[src/rtl/vppm_pkg.sv]
`timescale 1ns/1ps
`default_nettype none
// ----------------------------------------------------------------------------
// vppm_pkg : shared state encoding and constants for the VPPM transmitter
// Rev 1.0
// ----------------------------------------------------------------------------
package vppm_pkg;

  typedef enum logic [1:0] {
    IDLE     = 2'd0,
    PREAMBLE = 2'd1,
    SYNC     = 2'd2,
    DATA     = 2'd3
  } vppm_state_t;

  localparam int   VPPM_MIN_PREAMBLE    = 5;
  localparam logic VPPM_SYNC_SYMBOL     = 1'b1;
  localparam logic VPPM_PREAMBLE_SYMBOL = 1'b0;
  localparam int   VPPM_MIN_HALF        = 2;
  localparam int   VPPM_MIN_PULSE       = 1;

endpackage
`default_nettype wire

[src/rtl/vppm_symbol_gen.sv]
`timescale 1ns/1ps
`default_nettype none
// ----------------------------------------------------------------------------
// vppm_symbol_gen : one pulse-position symbol of 2*H clocks, registered output
// Rev 1.0
// ----------------------------------------------------------------------------
module vppm_symbol_gen
  import vppm_pkg::*;
#(
  parameter int HLW = 16
) (
  input  logic           clk,
  input  logic           reset_n,
  input  logic           start,
  input  logic           bit_val,
  input  logic [HLW-1:0] h_in,
  input  logic [HLW:0]   p_in,
  output logic           pulse,
  output logic           symbol_done
);

  logic           r_active, r_half, r_bit, r_pulse;
  logic [HLW-1:0] r_phase, r_h;
  logic [HLW:0]   r_p;

  logic           w_active, w_half, w_bit, w_pulse, w_last_phase;
  logic [HLW-1:0] w_phase, w_h;
  logic [HLW:0]   w_p, w_pos, w_rise;

  assign w_last_phase = (r_phase == (r_h - HLW'(1)));
  assign symbol_done  = r_active && r_half && w_last_phase;
  assign pulse        = r_pulse;

  // The output register holds the level of the clock being computed here,
  // so a start strobe shows position 0 on the very next clock.
  always_comb begin
    w_active = r_active;
    w_half   = r_half;
    w_bit    = r_bit;
    w_phase  = r_phase;
    w_h      = r_h;
    w_p      = r_p;
    if (start) begin
      w_active = 1'b1;
      w_half   = 1'b0;
      w_phase  = '0;
      w_bit    = bit_val;
      w_h      = h_in;
      w_p      = p_in;
    end else if (r_active) begin
      if (w_last_phase) begin
        w_phase = '0;
        w_half  = ~r_half;
        if (r_half) w_active = 1'b0;
      end else begin
        w_phase = r_phase + HLW'(1);
      end
    end
    w_pos   = w_half ? ({1'b0, w_h} + {1'b0, w_phase}) : {1'b0, w_phase};
    w_rise  = {w_h, 1'b0} - w_p;
    w_pulse = w_active && (w_bit ? (w_pos >= w_rise) : (w_pos < w_p));
  end

  always_ff @(posedge clk or negedge reset_n) begin
    if (!reset_n) begin
      r_active <= 1'b0;
      r_half   <= 1'b0;
      r_bit    <= 1'b0;
      r_pulse  <= 1'b0;
      r_phase  <= '0;
      r_h      <= '0;
      r_p      <= '0;
    end else begin
      r_active <= w_active;
      r_half   <= w_half;
      r_bit    <= w_bit;
      r_pulse  <= w_pulse;
      r_phase  <= w_phase;
      r_h      <= w_h;
      r_p      <= w_p;
    end
  end

endmodule
`default_nettype wire

[src/rtl/vppm_tx.sv]
`timescale 1ns/1ps
`default_nettype none
// ----------------------------------------------------------------------------
// vppm_tx : VPPM framer (preamble, sync, streamed MSB-first data words)
// Optional macro VPPM_DIMMING_EN adds pulse_len for duty-cycle dimming.
// Rev 1.0
// ----------------------------------------------------------------------------
module vppm_tx
  import vppm_pkg::*;
#(
  parameter int NBITS         = 12,
  parameter int PREAMBLE_BITS = 8,
  parameter int HLW           = 16
) (
  input  logic             clk,
  input  logic             reset_n,
  input  logic [HLW-1:0]   half_len,
`ifdef VPPM_DIMMING_EN
  input  logic [HLW:0]     pulse_len,
`endif
  input  logic [NBITS-1:0] din,
  input  logic             din_valid,
  output logic             din_ready,
  output logic             vppm_out,
  output logic             frame_active,
  output logic             underrun
);

  localparam int c_bc_max = (PREAMBLE_BITS > NBITS) ? PREAMBLE_BITS : NBITS;
  localparam int c_bcw    = $clog2(c_bc_max + 1);
  localparam logic [c_bcw-1:0] c_pre_last  = c_bcw'(PREAMBLE_BITS - 1);
  localparam logic [c_bcw-1:0] c_data_last = c_bcw'(NBITS - 1);
  localparam logic [c_bcw-1:0] c_bc_one    = c_bcw'(1);

  if (PREAMBLE_BITS < VPPM_MIN_PREAMBLE) begin : g_preamble_check
    $error("vppm_tx: PREAMBLE_BITS must be at least 5");
  end

  vppm_state_t      r_state, w_state_next;
  logic [c_bcw-1:0] r_bitcnt, w_bitcnt_next;
  logic [NBITS-1:0] r_shreg, w_shreg_next, w_shifted;
  logic [HLW-1:0]   r_h, w_h_clamp, w_h_sel;
  logic [HLW:0]     r_p, w_p_clamp, w_p_sel;
  logic             r_armed, r_underrun, w_underrun_next;
  logic             w_sym_start, w_sym_bit, w_sym_done, w_accept, w_last_data;

  assign w_h_clamp = (half_len < HLW'(VPPM_MIN_HALF)) ? HLW'(VPPM_MIN_HALF) : half_len;

`ifdef VPPM_DIMMING_EN
  logic [HLW:0] w_p_max;
  assign w_p_max   = {w_h_clamp, 1'b0} - (HLW+1)'(1);
  assign w_p_clamp = (pulse_len < (HLW+1)'(VPPM_MIN_PULSE)) ? (HLW+1)'(VPPM_MIN_PULSE) :
                     (pulse_len > w_p_max) ? w_p_max : pulse_len;
`else
  assign w_p_clamp = {1'b0, w_h_clamp};
`endif

  // Timing is taken from the inputs only for the first symbol of a frame.
  assign w_h_sel = (r_state == IDLE) ? w_h_clamp : r_h;
  assign w_p_sel = (r_state == IDLE) ? w_p_clamp : r_p;

  assign w_last_data  = (r_state == DATA) && w_sym_done && (r_bitcnt == c_data_last);
  assign din_ready    = r_armed && ((r_state == IDLE) || w_last_data);
  assign w_accept     = din_valid && din_ready;
  assign w_shifted    = r_shreg << 1;
  assign frame_active = (r_state != IDLE);
  assign underrun     = r_underrun;

  always_comb begin
    w_state_next    = r_state;
    w_bitcnt_next   = r_bitcnt;
    w_shreg_next    = r_shreg;
    w_sym_start     = 1'b0;
    w_sym_bit       = 1'b0;
    w_underrun_next = 1'b0;
    case (r_state)
      IDLE: begin
        if (w_accept) begin
          w_state_next  = PREAMBLE;
          w_sym_start   = 1'b1;
          w_sym_bit     = VPPM_PREAMBLE_SYMBOL;
          w_bitcnt_next = '0;
          w_shreg_next  = din;
        end
      end
      PREAMBLE: begin
        if (w_sym_done) begin
          w_sym_start = 1'b1;
          if (r_bitcnt == c_pre_last) begin
            w_state_next  = SYNC;
            w_sym_bit     = VPPM_SYNC_SYMBOL;
            w_bitcnt_next = '0;
          end else begin
            w_sym_bit     = VPPM_PREAMBLE_SYMBOL;
            w_bitcnt_next = r_bitcnt + c_bc_one;
          end
        end
      end
      SYNC: begin
        if (w_sym_done) begin
          w_state_next  = DATA;
          w_sym_start   = 1'b1;
          w_sym_bit     = r_shreg[NBITS-1];
          w_bitcnt_next = '0;
        end
      end
      DATA: begin
        if (w_sym_done) begin
          if (r_bitcnt == c_data_last) begin
            if (w_accept) begin
              w_sym_start   = 1'b1;
              w_sym_bit     = din[NBITS-1];
              w_shreg_next  = din;
              w_bitcnt_next = '0;
            end else begin
              w_state_next    = IDLE;
              w_underrun_next = 1'b1;
            end
          end else begin
            w_sym_start   = 1'b1;
            w_sym_bit     = w_shifted[NBITS-1];
            w_shreg_next  = w_shifted;
            w_bitcnt_next = r_bitcnt + c_bc_one;
          end
        end
      end
      default: w_state_next = IDLE;
    endcase
  end

  always_ff @(posedge clk or negedge reset_n) begin
    if (!reset_n) r_state <= IDLE;
    else          r_state <= w_state_next;
  end

  always_ff @(posedge clk or negedge reset_n) begin
    if (!reset_n) begin
      r_bitcnt   <= '0;
      r_shreg    <= '0;
      r_h        <= '0;
      r_p        <= '0;
      r_armed    <= 1'b0;
      r_underrun <= 1'b0;
    end else begin
      r_bitcnt   <= w_bitcnt_next;
      r_shreg    <= w_shreg_next;
      r_armed    <= 1'b1;
      r_underrun <= w_underrun_next;
      if ((r_state == IDLE) && w_accept) begin
        r_h <= w_h_clamp;
        r_p <= w_p_clamp;
      end
    end
  end

  vppm_symbol_gen #(.HLW(HLW)) u_symbol_gen (
    .clk         (clk),
    .reset_n     (reset_n),
    .start       (w_sym_start),
    .bit_val     (w_sym_bit),
    .h_in        (w_h_sel),
    .p_in        (w_p_sel),
    .pulse       (vppm_out),
    .symbol_done (w_sym_done)
  );

endmodule
`default_nettype wire

[config.mk]
export PLATFORM = sky130hd
export DESIGN_NAME = vppm_tx
export DESIGN_NICKNAME = d
export VERILOG_FILES = /design/src/rtl/vppm_pkg.sv /design/src/rtl/vppm_symbol_gen.sv /design/src/rtl/vppm_tx.sv
export SDC_FILE = /design/constraint.sdc
export NUM_CORES = 1
export LEC_CHECK = 0
export ABC_AREA = 1
export BUFFER_PORTS_ARGS = -buffer_cell sky130_fd_sc_hd__buf_2
export CELL_PAD_IN_SITES_DETAIL_PLACEMENT = 1
export CELL_PAD_IN_SITES_GLOBAL_PLACEMENT = 2
export CORE_MARGIN = 2
export CORE_UTILIZATION = 37
export DETAILED_ROUTE_END_ITERATION = 16
export PLACE_DENSITY_LB_ADDON = 0.3
export SYNTH_ARGS = -nofsm -noshare
export SYNTH_HDL_FRONTEND = slang
export SYNTH_SLANG_ARGS = --single-unit
export TNS_END_PERCENT = 30
[constraint.sdc]
create_clock -name clk -period 7.7 [get_ports clk]
set_input_delay 1.54 -clock clk [delete_from_list [all_inputs] [get_ports clk]]
set_output_delay 1.54 -clock clk [all_outputs]
set_load 0.02 [all_outputs]
### Yosys cells after proc, flatten, opt, wreduce, memory -nomap -nowiden

Cells that the tools add are included.

* $add $sub $neg: 5
* $lt $le $gt $ge: 3
* equal/unequal tests: 13
* muxes and demuxes: 53
* bitwise logic cells: 1
* reductions and logical operators: 16

Operator list (number)
* $mux 16: 7
* $mux 12: 3
* $mux 17: 2
* $mux 4: 6
* $pmux 12 s2: 1
* $mux 1: 23
* $add 16x16->17: 1
* $ge 17x17->1: 1
* $lt 17x17->1: 1
* $sub 17x17->17: 1
* $add 16x1->16 const B: 1
* $eq 16x16->1: 1
* $lt 16x2->1 const B: 1
* $pmux 4 s4: 1
* $sub 16x1->16 const B: 1
* $mux 2: 7
* $ne 2x2->1 const B: 6
* $logic_and 1x1->1: 8
* $pmux 2 s4: 1
* $reduce_and 7->1: 1
* $add 4x1->4 const B: 1
* $eq 2x2->1 const B: 2
* $eq 4x3->1 const B: 1
* $eq 4x4->1 const B: 1
* other kinds (11): 12

* register bits after elaboration: 89
* output and inout port bits: 4
* logic and storage cells: 104

### Depth between registers and ports, before layout

* depth in word-level cells: 18
* gate-level depth with buffers: 48
* gate-level depth less buffers: 47

### Modules after synthesis

From an unflattened synthesis, not the netlist that was laid out.

* cell total of the unflattened synthesis: 1047
* area total of the unflattened synthesis: 7503.4 um^2

By module, submodules not included
* vppm_symbol_gen: instances 1, cells each 774, area an instance 5449.0 um^2
* vppm_tx: instances 1, cells each 273, area an instance 2054.5 um^2

### Worst setup path after synthesis

Ideal clock, no wire load.

* path kind: register -> register
* from: reg u_symbol_gen.r_h[0]
* to: reg u_symbol_gen.r_pulse, in the netlist u_symbol_gen.pulse
* library setup time: 120 ps
* data arrival time: 5899 ps
* setup slack: 1681 ps
* cell stages (with the launch flop): 42
* path buffers: 1
* clock period less this slack: 6019 ps
* path through: dfrtp_1 inv_2 ha_1 or2_1 nand3_1 nand2_1 nor3_1 nand3_1 nor2_2 nand4_1 nand2_1 nand3_2 nand2_1 nand2_1 nand2_2 nand2_4 inv_4 buf_4 [... 6 more ...] o21bai_1 a21o_1 a21oi_1 inv_1 a21oi_1 o21ai_0 a21oi_1 o21ai_0 xnor2_1 o21ai_0 ha_1 nand2_1 nor4_1 a221oi_1 nor2_1 a2111oi_0 nand2_1 o211a_1

* cells in the longest elaborated chain, start to end: 18

Ends and longest elaborated chain
* start, declared: line vppm_symbol_gen.sv:23 `logic [HLW-1:0] r_phase, r_h;`
* start signal, assigned: line vppm_symbol_gen.sv:79 `r_h <= w_h;`
* $sub 16x1->16: line vppm_symbol_gen.sv:30 `assign w_last_phase = (r_phase == (r_h - HLW'(1)));`
* $eq 16x16->1: line vppm_symbol_gen.sv:30
* $logic_and 1x1->1: line vppm_symbol_gen.sv:31 `assign symbol_done = r_active && r_half && w_last_phase;`
* $logic_and 1x1->1 (2 in a row): line vppm_tx.sv:62 `assign w_last_data = (r_state == DATA) && w_sym_done && (r_bitcnt == c_data_last);`
* $logic_or 1x1->1: line vppm_tx.sv:63 `assign din_ready = r_armed && ((r_state == IDLE) || w_last_data);`
* $logic_and 1x1->1: line vppm_tx.sv:63
* $logic_and 1x1->1: line vppm_tx.sv:64 `assign w_accept = din_valid && din_ready;`
* $mux 1: line vppm_tx.sv:78, vppm_tx.sv:110
* [... 3 more ...]
* $mux 16 *: line vppm_symbol_gen.sv:43 `if (start) begin`
* via u_symbol_gen.w_h[0]: line vppm_symbol_gen.sv:27 `logic [HLW-1:0] w_phase, w_h;`
* $add 16x16->17: line vppm_symbol_gen.sv:59 `w_pos = w_half ? ({1'b0, w_h} + {1'b0, w_phase}) : {1'b0, w_phase};`
* $mux 17: line vppm_symbol_gen.sv:59
* $lt 17x17->1 / $ge 17x17->1 (equally long branches): line vppm_symbol_gen.sv:61 `w_pulse = w_active && (w_bit ? (w_pos >= w_rise) : (w_pos < w_p));`
* $mux 1 *: line vppm_symbol_gen.sv:61
* $logic_and 1x1->1 *: line vppm_symbol_gen.sv:61
* via u_symbol_gen.w_pulse: line vppm_symbol_gen.sv:26 `logic w_active, w_half, w_bit, w_pulse, w_last_phase;`
* end signal, assigned: line vppm_symbol_gen.sv:77 `r_pulse <= w_pulse;`
* end, declared: line vppm_symbol_gen.sv:22 `logic r_active, r_half, r_bit, r_pulse;`

Mark *: on every way through the listed nets, which the timed path passes. The rest lies on a longest branch.
A chain may end at the register's enable or synchronous reset.

### Worst setup path after layout

* from: reg u_symbol_gen.r_h[0]
* to: reg u_symbol_gen.r_pulse, in the netlist u_symbol_gen.pulse

* cells in the longest elaborated chain, start to end: 18

Ends and longest elaborated chain (line)
* $sub 16x1->16 *: vppm_symbol_gen.sv:30
* $eq 16x16->1 *: vppm_symbol_gen.sv:30
* $logic_and 1x1->1: vppm_symbol_gen.sv:31
* $logic_and 1x1->1 (2 in a row): vppm_tx.sv:62
* $logic_or 1x1->1: vppm_tx.sv:63
* $logic_and 1x1->1: vppm_tx.sv:63
* $logic_and 1x1->1: vppm_tx.sv:64
* $mux 1: vppm_tx.sv:78, vppm_tx.sv:110
* [... 3 more ...]
* $mux 16 *: vppm_symbol_gen.sv:43
* via u_symbol_gen.w_phase[0]: vppm_symbol_gen.sv:27
* $add 16x16->17: vppm_symbol_gen.sv:59
* $mux 17 *: vppm_symbol_gen.sv:59
* $lt 17x17->1 / $ge 17x17->1 (equally long branches): vppm_symbol_gen.sv:61
* $mux 1 *: vppm_symbol_gen.sv:61
* $logic_and 1x1->1 *: vppm_symbol_gen.sv:61
* via u_symbol_gen.w_pulse: vppm_symbol_gen.sv:26

Marks and branches as above.

==> results.toml <==
[power_and_ir_drop]
powerDensity_nw_per_um2 = 119
intPower_mw = 0.737
seq_power_share_pct = 48.0
clkPwrFrac_pct = 49.6
netSwitchingFraction_pct = 24.4
switching_power_mw = 0.237
leakagePower_nw = 4.03
ir_drop_mv = 0.0955
pwr-share-comb_pct = 2.4

[grt]
grt_overflow = 0
antenna_found_initial = 0
grt_pass1_wl_mm = 37.4
grt_pass1_vias = 6989
grtUsageTotal_pct = 23.3
grt_max_degree = 66

[sta]
worstMarginPinSlew_ns = 0.854
skew_ns = 0.0122
post-route-period-util_pct = 90.1
setup_viol = 0
drv_slew = 0
grt_setup_unrepaired = "false"
max_freq_mhz = 144
layout_min_cycle_time_ns = 6.94
hold_viol = 0
slew_headroom_pct = 41.4
whs_ns = 0.491
fin_setup_tns_ns = 0

[critical_path]
cp.arrival_ns = 7.18
slowest_stage = "fa_1"
slowest_delay_ns = 0.41
end_kind = "flop"
critPathMaxFanout = 14
required_ns = 7.94
cpMostUsedCell = "nand2_1"
reg2regPathDepth = 43
crit_type = "flop to flop"
startpoint_type = "flop"

[drt]
wirelength_mm = 22.7
postRouteAntennaNets = 0
vias = 6745
drc_errors = 0
wire_per_inst_microns = 17.6
via_per_inst = 5.21
drtPass1Iterations = 4
drtIter0Drc = 254

[cells_and_area]
layout_common_cells = "nand2_1, inv_1, dfrtp_1, ha_1, nor2_1"
mostFrequentLayoutCell = "nand2_1"
drive_gt1_share_pct = 11.7
antenna_cells = 0
area_growth_pct = 11.5
layout.nets = 1130
fill_cells = 2475

[clock_tree]
numCtsBuffers = 9
cts_root_buf = "clkbuf_16"
clock_sinks = 89
clk_latency_ns = 0.36
cts_tree = "yes"
clockBufferDepth = 2
h-tree-depth = 3
clkTransAtPathRegs_ns = 0.08
cts_setup_buffers = 0

[worst_hold_path]
min_path_cells = 2
hp-class = "flop to flop"

[die]
start_util_pct = 37.6
dieArea_sq_um = 20900
fp.coreArea_sq_um = 19500
ios = 35
die_w_microns = 145
die_h_microns = 145
rows = 51

[synthesis]
synth_nets = 1097
ys_warn_count = 0
synth_cells = 992
avgSynthCellArea_sq_um = 7.37
synthArstFlopShare_pct = 100
yosys_most_used_dff = "dfrtp_1"
synth-seq-cells = 89
netlist_area_sq_um = 7320
synth-edff-count = 0
seq_area_frac_synth_pct = 30.4
synth_cell_types = 51

[status]
status = "finished, final reports clean"

[placement]
place_congestion = 0.831
place_hpwl_mm = 18.8
portBuffers = 34

[job]
cap_violations = 0
[cells by family (layout without fill, tap and decap cells)]
| logic type | after synthesis | after routing | synth area share (%) |
|---|---|---|---|
| and+or+nand+nor | 407 | 407 | 25.0 |
| adders and majority gates | 74 | 74 | 12.9 |
| muxes | 2 | 2 | 0.291 |
| xor gates and xnor gates | 49 | 49 | 5.87 |
| DFF | 89 | 89 | 30.4 |
| buffers and inverters | 173 | 211 | 9.18 |
| AOI/OAI and AO/OA | 197 | 197 | 16.3 |
| other | 1 | 1 | 0.0513 |
[power groups by stage]
stage / registers (mW) / clock network [mW] / logic [mW]
final: 0.468 / 0.484 / 0.0229
after global routing: 0.467 / 0.510 / 0.0260
after CTS: 0.467 / 0.495 / 0.0238
after detailed placement: 0.477 / 0 / 0.0236
after global placement: 0.477 / 0 / 0.0236
after floorplan: 0.477 / 0 / 0.00302
[synth_stat cells (13+ instances only)]
| cell type | count | area (sq um) |
|---|---|---|
| inv_2 | 18 | 67.6 |
| inv_1 | 133 | 499 |
| xnor2_1 | 18 | 158 |
| nor3_1 | 19 | 95.1 |
| a21oi_1 | 52 | 260 |
| clkbuf_1 | 13 | 48.8 |
| nand2_1 | 213 | 800 |
| o21ai_0 | 64 | 320 |
| nand3_1 | 43 | 215 |
| xor2_1 | 31 | 272 |
| nor2_1 | 66 | 248 |
| ha_1 | 72 | 901 |
| nand4_1 | 15 | 93.8 |
| dfrtp_1 | 89 | 2230 |
| o211ai_1 | 16 | 120 |
| nor4_1 | 18 | 113 |
[area by class of cell]
class | instances | area (sq um) | area share, %
clock buffer | 9 | 225 | 2.76
clock inverter | 7 | 95.1 | 1.17
inverter | 154 | 586 | 7.18
multi-input combinational | 730 | 4460 | 54.7
sequential | 89 | 2230 | 27.3
tap | 265 | 332 | 4.07
timing repair buffer | 41 | 233 | 2.85
[sequential cells by signal, summed over array words and instances (netlist names)]
name	cells
r_armed	1
r_bitcnt	4
r_p	16
r_shreg	12
r_state	2
u_symbol_gen.pulse	1
u_symbol_gen.r_active	1
u_symbol_gen.r_bit	1
u_symbol_gen.r_h	16
u_symbol_gen.r_half	1
u_symbol_gen.r_p	17
u_symbol_gen.r_phase	16
underrun	1
[routing by layer]
layer	global-route usage [%]	wire length, microns	share of wire, %
met3	2.02	445	2.0
met2	39.8	10800	48
met5	0	0	0
met4	5.06	280	1.2
met1	32.2	11200	49
[worst paths after layout]
path,startpoint,slack [ns],endpoint
max,u_symbol_gen.r_h[0]$_DFF_PN0_,0.76,u_symbol_gen.pulse$_DFF_PN0_
min,r_p[15]$_DFFE_PN0P_,0.49,r_p[15]$_DFFE_PN0P_
max reg2reg,u_symbol_gen.r_h[0]$_DFF_PN0_,0.76,u_symbol_gen.pulse$_DFF_PN0_
min reg2reg,r_p[15]$_DFFE_PN0P_,0.49,r_p[15]$_DFFE_PN0P_
max in group asynchronous,reset_n,5.41,u_symbol_gen.r_phase[12]$_DFF_PN0_
min in group asynchronous,reset_n,1.09,r_p[4]$_DFFE_PN0P_
[per-stage QoR]
stage,total power [mW],cells,instance area [sq um],utilization [%],setup WS [ns]
2_1_floorplan,0.480,992,7320,-,1.68
3_3_place_gp,0.500,1279,7780,40.0,0.519
3_5_place_dp,0.500,1279,7780,40.0,0.292
4_1_cts,0.986,1295,8100,41.6,0.236
5_1_grt,1.00,1295,8160,41.9,0.0178
6_report,0.974,1295,8160,41.9,0.764
[repair_timing]
| item | 4_1_cts | 5_1_grt |
|---|---|---|
| gates resized for setup | 0 | 21 |
| setup endpoints to repair | 0 | 1 |
| hold buffers | 0 | 0 |
[worst max-delay path: cells and delay by family (launching register included)]
| kind | cells | cell delay, ns |
|---|---|---|
| buf+inv | 3 | 0.39 |
| compound gates | 15 | 2.47 |
| xor+xnor | 1 | 0.14 |
| flops | 1 | 0.40 |
| simple gates | 20 | 2.29 |
| fa+ha+maj | 4 | 1.15 |
(Power assumes the default switching activity.)
